**src/rtl/counter_down_3bit_timer.sv**
```systemverilog
// counter_down_3bit_timer
// Loadable down counter / interval timer with optional auto-reload.
// It counts a loaded value down to zero and emits a one-cycle underflow pulse.
// In one-shot mode it then parks in DONE. In auto-reload mode it restarts from
// the last loaded value.
//
// Optional feature macro: COUNTER_DOWN_PRESCALE_EN
//   When defined, a prescale_in port and a PRESCALE_W-bit prescaler are added.
//   A count tick then occurs once per (prescale_in+1) enabled cycles in RUN.
//
// state | meaning
// ------+------------------------------------------------------------
// IDLE  | after reset; count holds, ticks ignored until a load
// RUN   | counting down on each tick; busy_out high
// DONE  | one-shot finished at zero; done_out high until next load

module counter_down_3bit_timer #(
    parameter int WIDTH      = 3,
    parameter int PRESCALE_W = 4
) (
    input  logic             clk,
    input  logic             reset_al_in,
    input  logic [WIDTH-1:0] d_in,
    input  logic             load_in,
    input  logic             enable_in,
    input  logic             auto_reload_in,
`ifdef COUNTER_DOWN_PRESCALE_EN
    input  logic [PRESCALE_W-1:0] prescale_in,
`endif
    output logic [WIDTH-1:0] count_out,
    output logic             underflow_out,
    output logic             busy_out,
    output logic             done_out,
    output logic             zero_out
);

    typedef enum logic [1:0] {
        ST_IDLE = 2'd0,
        ST_RUN  = 2'd1,
        ST_DONE = 2'd2
    } state_t;

    state_t           r_state;
    logic [WIDTH-1:0] r_count;
    logic [WIDTH-1:0] r_reload;
    logic             r_underflow;

    state_t           w_state_nxt;
    logic [WIDTH-1:0] w_count_nxt;
    logic [WIDTH-1:0] w_reload_nxt;
    logic             w_underflow_nxt;
    logic             w_tick;
    logic             w_count_zero;

`ifdef COUNTER_DOWN_PRESCALE_EN
    logic [PRESCALE_W-1:0] r_presc;
    logic [PRESCALE_W-1:0] w_presc_nxt;

    // Prescaler: a tick fires when the prescaler has run out, and then it reloads.
    always_comb begin
        w_presc_nxt = r_presc;
        w_tick      = 1'b0;
        if (load_in) begin
            w_presc_nxt = prescale_in;
        end else if (r_state == ST_RUN && enable_in) begin
            if (r_presc == '0) begin
                w_tick      = 1'b1;
                w_presc_nxt = prescale_in;
            end else begin
                w_presc_nxt = r_presc - 1'b1;
            end
        end
    end

    // Prescaler register.
    always_ff @(posedge clk or negedge reset_al_in) begin
        if (!reset_al_in) begin
            r_presc <= '0;
        end else begin
            r_presc <= w_presc_nxt;
        end
    end
`else
    // Without the prescaler, every enabled cycle is a tick.
    always_comb begin
        w_tick = enable_in;
    end
`endif

    assign w_count_zero = (r_count == '0);

    // Next-state and datapath decode: load beats tick, tick beats hold.
    always_comb begin
        w_state_nxt     = r_state;
        w_count_nxt     = r_count;
        w_reload_nxt    = r_reload;
        w_underflow_nxt = 1'b0;
        if (load_in) begin
            w_state_nxt  = ST_RUN;
            w_count_nxt  = d_in;
            w_reload_nxt = d_in;
        end else if (r_state == ST_RUN && w_tick) begin
            if (!w_count_zero) begin
                w_count_nxt = r_count - 1'b1;
            end else begin
                w_underflow_nxt = 1'b1;
                if (auto_reload_in) begin
                    w_count_nxt = r_reload;
                end else begin
                    w_state_nxt = ST_DONE;
                end
            end
        end
    end

    // State, count, reload value and underflow pulse registers.
    always_ff @(posedge clk or negedge reset_al_in) begin
        if (!reset_al_in) begin
            r_state     <= ST_IDLE;
            r_count     <= '0;
            r_reload    <= '0;
            r_underflow <= 1'b0;
        end else begin
            r_state     <= w_state_nxt;
            r_count     <= w_count_nxt;
            r_reload    <= w_reload_nxt;
            r_underflow <= w_underflow_nxt;
        end
    end

    assign count_out     = r_count;
    assign underflow_out = r_underflow;
    assign busy_out      = (r_state == ST_RUN);
    assign done_out      = (r_state == ST_DONE);
    assign zero_out      = w_count_zero;

endmodule

```
**config.mk**
```make
export PLATFORM = sky130hd
export DESIGN_NAME = counter_down_3bit_timer
export DESIGN_NICKNAME = d
export VERILOG_FILES = /design/src/rtl/counter_down_3bit_timer.sv
export SDC_FILE = /design/constraint.sdc
export NUM_CORES = 1
export LEC_CHECK = 0
export BUFFER_PORTS_ARGS = -buffer_cell sky130_fd_sc_hd__buf_2
export CORE_UTILIZATION = 35
export CTS_BUF_LIST = sky130_fd_sc_hd__clkbuf_8
export CTS_CLUSTER_SIZE = 20
export DETAILED_ROUTE_END_ITERATION = 12
export PLACE_DENSITY = 0.6
export RECOVER_POWER = 50
export SYNTH_ARGS = -nofsm -noshare
export SYNTH_HDL_FRONTEND = slang
export SYNTH_SLANG_ARGS = --single-unit
```
**constraint.sdc**
```tcl
create_clock -name clk -period 2.2 [get_ports clk]
set_clock_uncertainty 0.2 [all_clocks]
set_input_delay 0.11 -clock clk [delete_from_list [all_inputs] [get_ports clk]]
set_output_delay 0.11 -clock clk [all_outputs]
set_load 0.005 [all_outputs]
```
# Word level (Yosys, flattened, before mapping)

Cells that the tools add are included.

$add $sub $neg: 1
Multipliers: 0
Divide/modulo/power cells: 0
Order comparisons: 0
Eq/ne operators: 4
Shift-type cells: 0
Muxes and demuxes: 11
Bitwise gates (word level): 0
Reduce and logical (&&, ||, !) cells: 6

Operators with widths:

| cell                                                                  | number |
|---|---|
| 3-bit 2-to-1 mux                                                      | 4 |
| 2-bit 2-to-1 mux                                                      | 4 |
| 2-bit nonzero test                                                    | 2 |
| 3-bit zero test                                                       | 1 |
| 1-bit 2-to-1 mux                                                      | 3 |
| 3-bit inequality test, second input constant                          | 1 |
| 3-bit AND reduction                                                   | 1 |
| 3-bit by 1-bit subtractor with 3-bit output, second input constant    | 1 |
| 2-bit by 1-bit equality test with 1-bit output, second input constant | 1 |
| 2-bit equality test, second input constant                            | 1 |
| 2-bit inequality test, second input constant                          | 1 |
| 2-bit AND reduction                                                   | 1 |
| 1-bit logical AND                                                     | 1 |

Bits in registers: 9
Bits in latches: 0
RAM bits: 0
Bits in read-only memories: 0
Bits of input ports: 8
Output and inout port bits: 7
Logic and storage cells: 26
Memories: 0

# Longest topological paths before layout

Gate-level depths: netlist (run 1).

Depth after elaboration: 4
Depth in mapped cells: 6
Depth with buffers taken out: 6

# Worst setup path after synthesis (run 1)

OpenSTA, ideal clock, no wires.

Path kind: register -> register
From: register r_count[0], in the netlist count_out[0]
To: register r_count[2], in the netlist count_out[2]
Setup time: 0.076 ns
Arrival: 1.410 ns
Required time: 1.924 ns
Setup slack: 0.513 ns
Cell stages (with the launch flop): 7
Path buffers: 0
Path through: dfrtp_1 inv_1 ha_1 inv_2 o311a_4 a31o_1 o21ai_1

Word-level cells in the longest chain between the ends: 4
Elaborated cells between the ends (all ways): 7

Ends and longest elaborated chain:

| what                                                                                  | line    | text |
|---|---|---|
| start: declaration                                                                    | 44      | `logic [WIDTH-1:0] r_count;` |
| start signal: assignment                                                              | 125     | `r_count <= w_count_nxt;` |
| 3-bit by 1-bit subtractor with 3-bit output / 3-bit zero test (equally long branches) | 104, 90 |  |
| 3-bit 2-to-1 mux                                                                      | 103     | `if (!w_count_zero) begin` |
| 3-bit 2-to-1 mux                                                                      | 102     | `end else if (r_state == ST_RUN && w_tick) begin` |
| 3-bit 2-to-1 mux                                                                      | 98      | `if (load_in) begin` |

Parallel ways exist; a longest one is shown, timed or not. The select of a mux whose other input is x is not followed.
A chain may end at the register's enable or synchronous reset.

# Worst setup path after layout (run 1)

From: register r_count[0], in the netlist count_out[0]
To: register r_count[0], in the netlist count_out[0]

The elaborated chain is that of the path after synthesis.

==> impl_table.tex, run 1 <==
\begin{tabular}{lr}
\hline
Metric & Value \\
\hline
\multicolumn{2}{l}{\textbf{Outcome}} \\
\quad Outcome & finished, final reports clean \\
\multicolumn{2}{l}{\textbf{Clock network}} \\
\quad Num CTS Buffers & 3 \\
\quad Buffer count from post-CTS setup fixing & 0 \\
\quad Deepest level of the CTS H-tree & 1 \\
\quad Clock input transition at the sequential cells of the worst setup and hold paths & 50 ps \\
\quad PostCTS Resize Cnt & 0 \\
\quad Number of sinks driven by the clock tree & 9 \\
\quad Library cell used as clock root buffer & clkbuf\_8 \\
\quad Clock tree from TritonCTS & yes \\
\quad Maximum buffer depth of the clock tree & 2 \\
\quad Clock latency of the later-clocked register in the worst-skew pair & approximately 240 ps \\
\quad Count of hold-fix buffers inserted at cts & 6 \\
\multicolumn{2}{l}{\textbf{Synth}} \\
\quad Fraction of post-synthesis cell area in the top cell type by area & between 40 and 50\% \\
\quad Ranking of synthesized cells by instance count & 9 x dfrtp\_1, 5 x inv\_1, 4 x nand2\_1, 4 x o21ai\_0, 3 x nor2\_1 \\
\quad Post-synthesis register bit count & 9 \\
\quad Distinct cell type count after synthesis & 22 \\
\quad Async set-or-reset flop fraction in the synthesized netlist & 100.0\% \\
\quad YS warnings & 0 \\
\quad Sequential-to-total area share from yosys stat & a little under half \\
\quad Number of instances in the synthesized netlist & 46 \\
\quad Most frequent cell after synthesis & dfrtp\_1 \\
\quad Post-Syn Nets & between 50 and 60 \\
\quad Syn avg cell area & 10.42 um\^{}2 \\
\quad Dominant register cell in the synthesized netlist & dfrtp\_1 \\
\quad Post-synthesis cell type with the largest combined area & dfrtp\_1 \\
\quad Number of flops mapped to enable cells by yosys & 0 \\
\quad Cell types with the largest area share after synthesis & dfrtp\_1 47\%, ha\_1 5.2\%, o311a\_4 4.4\% \\
\quad Summed instance area of the synthesized netlist & 479.2 um\^{}2 \\
\multicolumn{2}{l}{\textbf{Floorplan}} \\
\quad Die X-Extent & 39 um \\
\quad Boundary Pins & 15 \\
\quad Starting density of the core & 40.40\% \\
\quad Number of core rows & 12 \\
\quad Core Box Area & 1186 um\^{}2 \\
\quad Die extent in y & 39 um \\
\quad Die area & 1521 um\^{}2 \\
\multicolumn{2}{l}{\textbf{Global route}} \\
\quad Number of antenna violations at the first check in global routing & 0 \\
\quad Via count of the first global-routing pass & 365 \\
\quad Wire length of the first global-routing pass & 1.545 mm \\
\quad Pin count of the biggest net entering global routing & 13 \\
\quad GRT Residual Overflow & 0 \\
\quad Global-route usage over all layers & 16.83\% \\
\multicolumn{2}{l}{\textbf{Layout}} \\
\quad Proportion of layout cells with a drive suffix above 1 & 27.54\% \\
\quad Final core occ & 55.38\% \\
\quad Layout-stage area growth over the synthesis result & 37.08\% \\
\quad Final \#Nets & 80 \\
\quad Number of diodes added for antenna fixing & 0 \\
\quad Fin area & 656.9 um\^{}2 \\
\quad Total of fill cells in the finished design & 113 \\
\quad Final instance count without filler cells & 83 \\
\quad Area taken by flip-flops and latches & around 230 um\^{}2 \\
\quad Multi-input combinational cell area & 220.2 um\^{}2 \\
\multicolumn{2}{l}{\textbf{Power and ir drop}} \\
\quad Peak supply drop & between 0.5 and 0.6 mV \\
\quad Static leakage & 0.3193 nW \\
\quad Share of total power consumed by net switching & 26.48\% \\
\quad Proportion of power drawn by flip-flops and latches & 39.9\% \\
\quad Switching power summed over all nets & about 0.00013 W \\
\quad Fraction of power consumed by the clock network & 38.2\% \\
\quad Internal power of the cells & $\sim$0.00036 W \\
\quad PD cells & 743.4 nW/um\^{}2 \\
\quad Part of the total power dissipated in combinational logic & 21.9\% \\
\quad Final total power & 0.0004883 W \\
\multicolumn{2}{l}{\textbf{Run}} \\
\quad Number of max-cap violations & 0 \\
\multicolumn{2}{l}{\textbf{STA}} \\
\quad Actual transition at the worst max-transition pin & 484.5 ps \\
\quad Share of the clock period used by the worst path & slightly above 80\% \\
\quad Achievable Freq & 0.5506 GHz \\
\quad Final total negative setup slack & 0 ps \\
\quad Max-slew violation count & 0 \\
\quad Slew margin rel. & 67.70\% \\
\quad Number of setup violations in the final report & 0 \\
\quad Final Hold Viols & 0 \\
\quad Time the final worst path needs with I/O delays and setup & 1816 ps \\
\quad RSZ-0062 raised after global routing & no \\
\multicolumn{2}{l}{\textbf{Placed design}} \\
\quad Weighted congestion reported at the end of routability-driven placement & between 0.7 and 0.8 \\
\quad Port Buffers & 14 \\
\quad Cell Count Post-Placement & 73 \\
\quad Placed standard-cell area & 555.5 um\^{}2 \\
\quad Hpwl dp & slightly below 700 um \\
\multicolumn{2}{l}{\textbf{Critical path}} \\
\quad Endpoint class of the critical path & flop \\
\quad Setup CP Type & flop to flop \\
\quad Arrival @ worst endpoint & 1750 ps \\
\quad Worst Path Max Fanout & 5 \\
\quad Category of the worst setup path launch point & flop \\
\quad Critical Path RT & 2130 ps \\
\multicolumn{2}{l}{\textbf{Detailed routing}} \\
\quad Starting DRT DRC Count & 8 \\
\quad Routed vias & 401 \\
\quad Antenna Nets Post-Route & 0 \\
\quad Ratio of routed vias to standard cells & 4.831 \\
\quad Pre-antenna DRT Iters & 2 \\
\quad Wire length after detailed routing & slightly above 900 um \\
\quad Wire length per cell after detailed routing & 11.02 um \\
\quad DRC violations left & 0 \\
\multicolumn{2}{l}{\textbf{Min path}} \\
\quad Class of the worst hold path & input port to flop \\
\hline
\end{tabular}
-- path summary, 6_finish.rpt --
| path | to | slack (ps) | from | cells after the start |
|---|---|---|---|---|
| min in group asynchronous | r_reload[0] | 140 | reset_al_in | 2 |
| worst min register to register | r_reload[2] | 330 | r_reload[2] | 2 |
| worst max-delay path | count_out[0] | 380 | count_out[0] | 6 |
| worst max register to register | count_out[0] | 380 | count_out[0] | 6 |
| max in group asynchronous | r_reload[1] | 1330 | reset_al_in | 2 |
| worst min-delay path | underflow_out | 20 | enable_in | 3 |
-- critical path: stages, from the launching register on --
cell and delay (ps):
dfrtp_1 400, inv_1 90, ha_1 230, inv_2 50, o311a_4 400, o211a_1 140
o31ai_2 210
-- through the flow --
stage	hold slack [ps]	setup slack [ps]
4_1_cts	22.17	369.5
5_1_grt	47.24	248.2
2_1_floorplan	-385.6	513.4
6_report	23.19	383.7
3_5_place_dp	-228.4	377.8
3_3_place_gp	-224.3	469.3
-- routing by layer --
layer | GRT usage [%] | wire (um) | vias to the layer above | part of all wire [%]
li1 | - | - | 203 | -
met3 | 10.40 | 68 | 4 | 7.4
met4 | 12.93 | 19 | 0 | 2.1
met2 | 24.58 | 435 | 14 | 48
met5 | 0 | 0 | - | 0
met1 | 16.96 | 392 | 180 | 43
-- cells in the final DEF, fill, tap and decap left out --
cell           count
o211a_1            1
o31ai_1            1
dlygate4sd3_1      6
nor2b_1            2
o31ai_2            1
nand2_1            4
clkbuf_8           3
o21ai_1            1
nor2_1             3
nand3b_1           1
a21oi_1            2
o21ai_0            4
o311a_4            1
nand2b_1           1
buf_2             11
mux2_2             1
and2b_2            1
nor3b_1            1
inv_1              6
inv_2              1
ha_1               2
mux2i_1            2
dfrtp_1            9
clkbuf_1           3
a31o_1             1
-- power groups by stage --
stage / logic [W] / clock network [W] / registers, W
after CTS: 0.000111 / 0.000193 / 0.000195
after global placement: 0.000100 / 0 / 0.000197
after detailed placement: 0.000102 / 0 / 0.000197
final: 0.000107 / 0.000187 / 0.000195
after global routing: 0.000121 / 0.000203 / 0.000198
after floorplan: 0.0000685 / 0 / 0.000196
-- cell type report --
type,count,area share [%]
Clock inverter,1,0.5714
Multi-Input combinational cell,30,33.52
Clock buffer,3,6.286
Inverter,6,3.429
Sequential cell,9,34.29
Tap cell,14,2.667
Timing Repair Buffer,20,19.24
-- flip-flops by register name, summed over array words and instances, names as in the netlist --
register,cells
r_reload,3
r_state,2
underflow_out,1
count_out,3
-- cells by family (layout without fill, tap and decap cells) --
| kind of cell | Yosys count | in the layout | share of synthesized area, % |
|---|---|---|---|
| mux | 3 | 3 | 6.527 |
| buf+inv | 7 | 30 | 7.049 |
| fa+ha+maj | 2 | 2 | 5.221 |
| compound gates | 12 | 12 | 19.84 |
| simple gates | 13 | 13 | 14.36 |
| flops | 9 | 9 | 47.00 |
No activity file was read; power rests on OpenSTA's default activity.
==> run 2: changes to the inputs <==
clock period = 1.7 ns   (was 2.2 ns; I/O delays follow)
==> run 2 against run 1 <==
  * Maximum frequency increased by 13%
  * Utilization is 3.8 points higher
  * Via count rose by 1.7%
  * Register-to-register slack worse by 290 ps
  * Flip-flop and latch count stayed put
  * Critical path depth is the same
  * Combinational power increased by 62%
  * Clock power is 27% higher
  * Total power up 36%
  * Global-route usage down 0.62 points
  * Worst hold slack got worse by 9.4 ps
  * Largest power group unchanged
  * Highest routed layer is now met3
==> impl_table.tex, run 2 (synthesized netlist as in run 1, its figures left out) <==
\begin{tabular}{lr}
\hline
Metric & Value \\
\hline
\multicolumn{2}{l}{\textbf{STA}} \\
\quad Actual transition at the worst max-transition pin & approximately 490 ps \\
\quad Time the final worst path needs with I/O delays and setup & 1603 ps \\
\quad Slew margin rel. & roughly two thirds \\
\quad Share of the clock period used by the worst path & 94.32\% \\
\quad RSZ-0062 raised after global routing & no \\
\quad Final Hold Viols & 0 \\
\quad Max-slew violation count & 0 \\
\quad Hold slack & 13.83 ps \\
\quad Achievable Freq & 0.6237 GHz \\
\quad Number of setup violations in the final report & 0 \\
\multicolumn{2}{l}{\textbf{Detailed routing}} \\
\quad Pre-antenna DRT Iters & 1 \\
\quad Starting DRT DRC Count & 0 \\
\quad Wire length per cell after detailed routing & 11.40 um \\
\quad DRC violations left & 0 \\
\quad Ratio of routed vias to standard cells & 4.690 \\
\quad Routed vias & slightly above 400 \\
\quad Antenna Nets Post-Route & 0 \\
\quad Wire length after detailed routing & 992 um \\
\multicolumn{2}{l}{\textbf{Min path}} \\
\quad Worst Hold Path Cells & 3 \\
\quad Class of the worst hold path & input port to flop \\
\multicolumn{2}{l}{\textbf{Global route}} \\
\quad Via count of the first global-routing pass & 409 \\
\quad Number of antenna violations at the first check in global routing & 0 \\
\quad Pin count of the biggest net entering global routing & 13 \\
\quad Wire length of the first global-routing pass & 1.662 mm \\
\quad GRT Residual Overflow & 0 \\
\quad Global-route usage over all layers & 16.21\% \\
\multicolumn{2}{l}{\textbf{Layout}} \\
\quad Top library cells by usage in the layout, fill and taps aside & 11 x buf\_2, 9 x dfrtp\_1, 6 x dlygate4sd3\_1 \\
\quad Number of diodes added for antenna fixing & 0 \\
\quad Multi-input combinational cell area & 235.2 um\^{}2 \\
\quad Final \#Nets & 84 \\
\quad Layout-stage area growth over the synthesis result & 46.48\% \\
\quad Area taken by flip-flops and latches & between 200 and 250 um\^{}2 \\
\quad Proportion of layout cells with a drive suffix above 1 & 36.99\% \\
\quad Fin area & 701.9 um\^{}2 \\
\quad Total of fill cells in the finished design & 113 \\
\quad Leading cell type in the layout, fill and taps excluded & buf\_2 \\
\multicolumn{2}{l}{\textbf{Critical path}} \\
\quad CP cell instances & inv\_2, ha\_4, inv\_2, o311a\_4, a31o\_1, o21ai\_1 \\
\quad Slowest cell on the critical path & dfrtp\_1 \\
\quad Slowest Stage Delay on Critical Path & 390 ps \\
\quad Most frequent CP cell & inv\_2 \\
\quad Arrival @ worst endpoint & 1550 ps \\
\quad Category of the worst setup path launch point & flop \\
\quad Setup CP Type & flop to flop \\
\quad Worst Path Max Fanout & 5 \\
\quad Critical Path RT & about 1700 ps \\
\quad Endpoint class of the critical path & flop \\
\quad Count of cells along the worst register-to-register path & 6 \\
\multicolumn{2}{l}{\textbf{Power and ir drop}} \\
\quad PD cells & 943.9 nW/um\^{}2 \\
\quad Final total power & 0.0006626 W \\
\quad Peak supply drop & 0.4341 mV \\
\quad Static leakage & 0.3373 nW \\
\multicolumn{2}{l}{\textbf{Clock network}} \\
\quad Deepest level of the CTS H-tree & 1 \\
\quad Clock latency of the later-clocked register in the worst-skew pair & 230 ps \\
\quad Clock tree from TritonCTS & yes \\
\quad Num CTS Buffers & 3 \\
\quad Library cell used as clock root buffer & clkbuf\_8 \\
\quad Maximum buffer depth of the clock tree & 2 \\
\quad Clock input transition at the sequential cells of the worst setup and hold paths & 40 ps \\
\quad Number of sinks driven by the clock tree & 9 \\
\multicolumn{2}{l}{\textbf{Placed design}} \\
\quad Weighted congestion reported at the end of routability-driven placement & roughly 0.7 \\
\quad Placed standard-cell area & about 580 um\^{}2 \\
\quad Hpwl dp & 727.9 um \\
\quad Port Buffers & 14 \\
\multicolumn{2}{l}{\textbf{Run}} \\
\quad Number of max-cap violations & 0 \\
\multicolumn{2}{l}{\textbf{Floorplan}} \\
\quad Die area & 1521 um\^{}2 \\
\quad Die extent in y & between 30 and 40 um \\
\quad Starting density of the core & 40.40\% \\
\quad Number of core rows & 12 \\
\quad Die X-Extent & between 30 and 40 um \\
\quad Core Box Area & 1186 um\^{}2 \\
\quad Boundary Pins & 15 \\
\multicolumn{2}{l}{\textbf{Outcome}} \\
\quad Outcome & finished, final reports clean \\
\hline
\end{tabular}
-- run 2: changes by cell type in the layout (fill, tap and decap cells not counted) --
cell / previous run / this run
ha_4: 0 / 1
nor2b_1: 2 / 1
inv_1: 6 / 4
nor2b_2: 0 / 1
buf_4: 0 / 4
inv_2: 1 / 3
ha_1: 2 / 1
-- run 2: power breakdown --
part	internal, W	switching, W
sequential	0.000235	0.0000164
combinational	0.0000971	0.0000763
clock	0.000157	0.0000802
-- run 2: metal layers --
| metal | GRT usage, % | up-vias | share of wire [%] |
|---|---|---|---|
| li1 | - | 213 | - |
| met3 | 3.468 | 0 | 3.7 |
| met1 | 19.01 | 185 | 48 |
| met2 | 28.75 | 10 | 48 |
| met4 | 5.172 | 0 | 0 |
| met5 | 0 | - | 0 |
-- run 2: stage by stage --
stage | utilization [%] | instances | worst slack (ps) | TNS (ps)
6_report | 59.18 | 87 | 96.55 | 0
5_1_grt | 59.18 | 87 | 31.48 | 0
4_1_cts | 58.65 | 86 | 13.51 | 0
3_5_place_dp | 48.73 | 76 | -15.54 | -21.74
3_3_place_gp | 48.73 | 76 | 19.88 | 0
2_1_floorplan | - | 46 | 13.37 | 0
-- run 2: final cells by class --
type | instances | area share (%)
clock buffer | 3 | 5.882
clock inverter | 1 | 0.5348
inverter | 6 | 3.209
multi-input combinational | 30 | 33.51
sequential | 9 | 32.09
tap | 14 | 2.496
timing repair buffer | 24 | 22.28
-- run 2: timing repair --
item | CTS | global route
endpoints found under the setup margin | 3 | 4
hold endpoints to repair | 18 | 0
pin swaps | 1 | 3
resized for setup | 2 | 3
buffers inserted | 0 | 1
hold buffers | 6 | 0
-- run 2: final timing paths --
check                        startpoint            end  slack, ps
max in group asynchronous   reset_al_in   count_out[1]        840
setup reg to reg           count_out[0]   count_out[2]        100
setup / recovery           count_out[0]   count_out[2]        100
hold reg to reg              r_state[1]     r_state[1]        350
min in group asynchronous   reset_al_in    r_reload[0]        130
hold / removal                enable_in  underflow_out         10
-- run 2: critical path, delay by kind of cell (launching register included) --
| family | cells | cell delay [ps] |
|---|---|---|
| buffers and inverters | 2 | 110 |
| DFF | 1 | 390 |
| adders and majority gates | 1 | 150 |
| AOI/OAI and AO/OA | 3 | 680 |
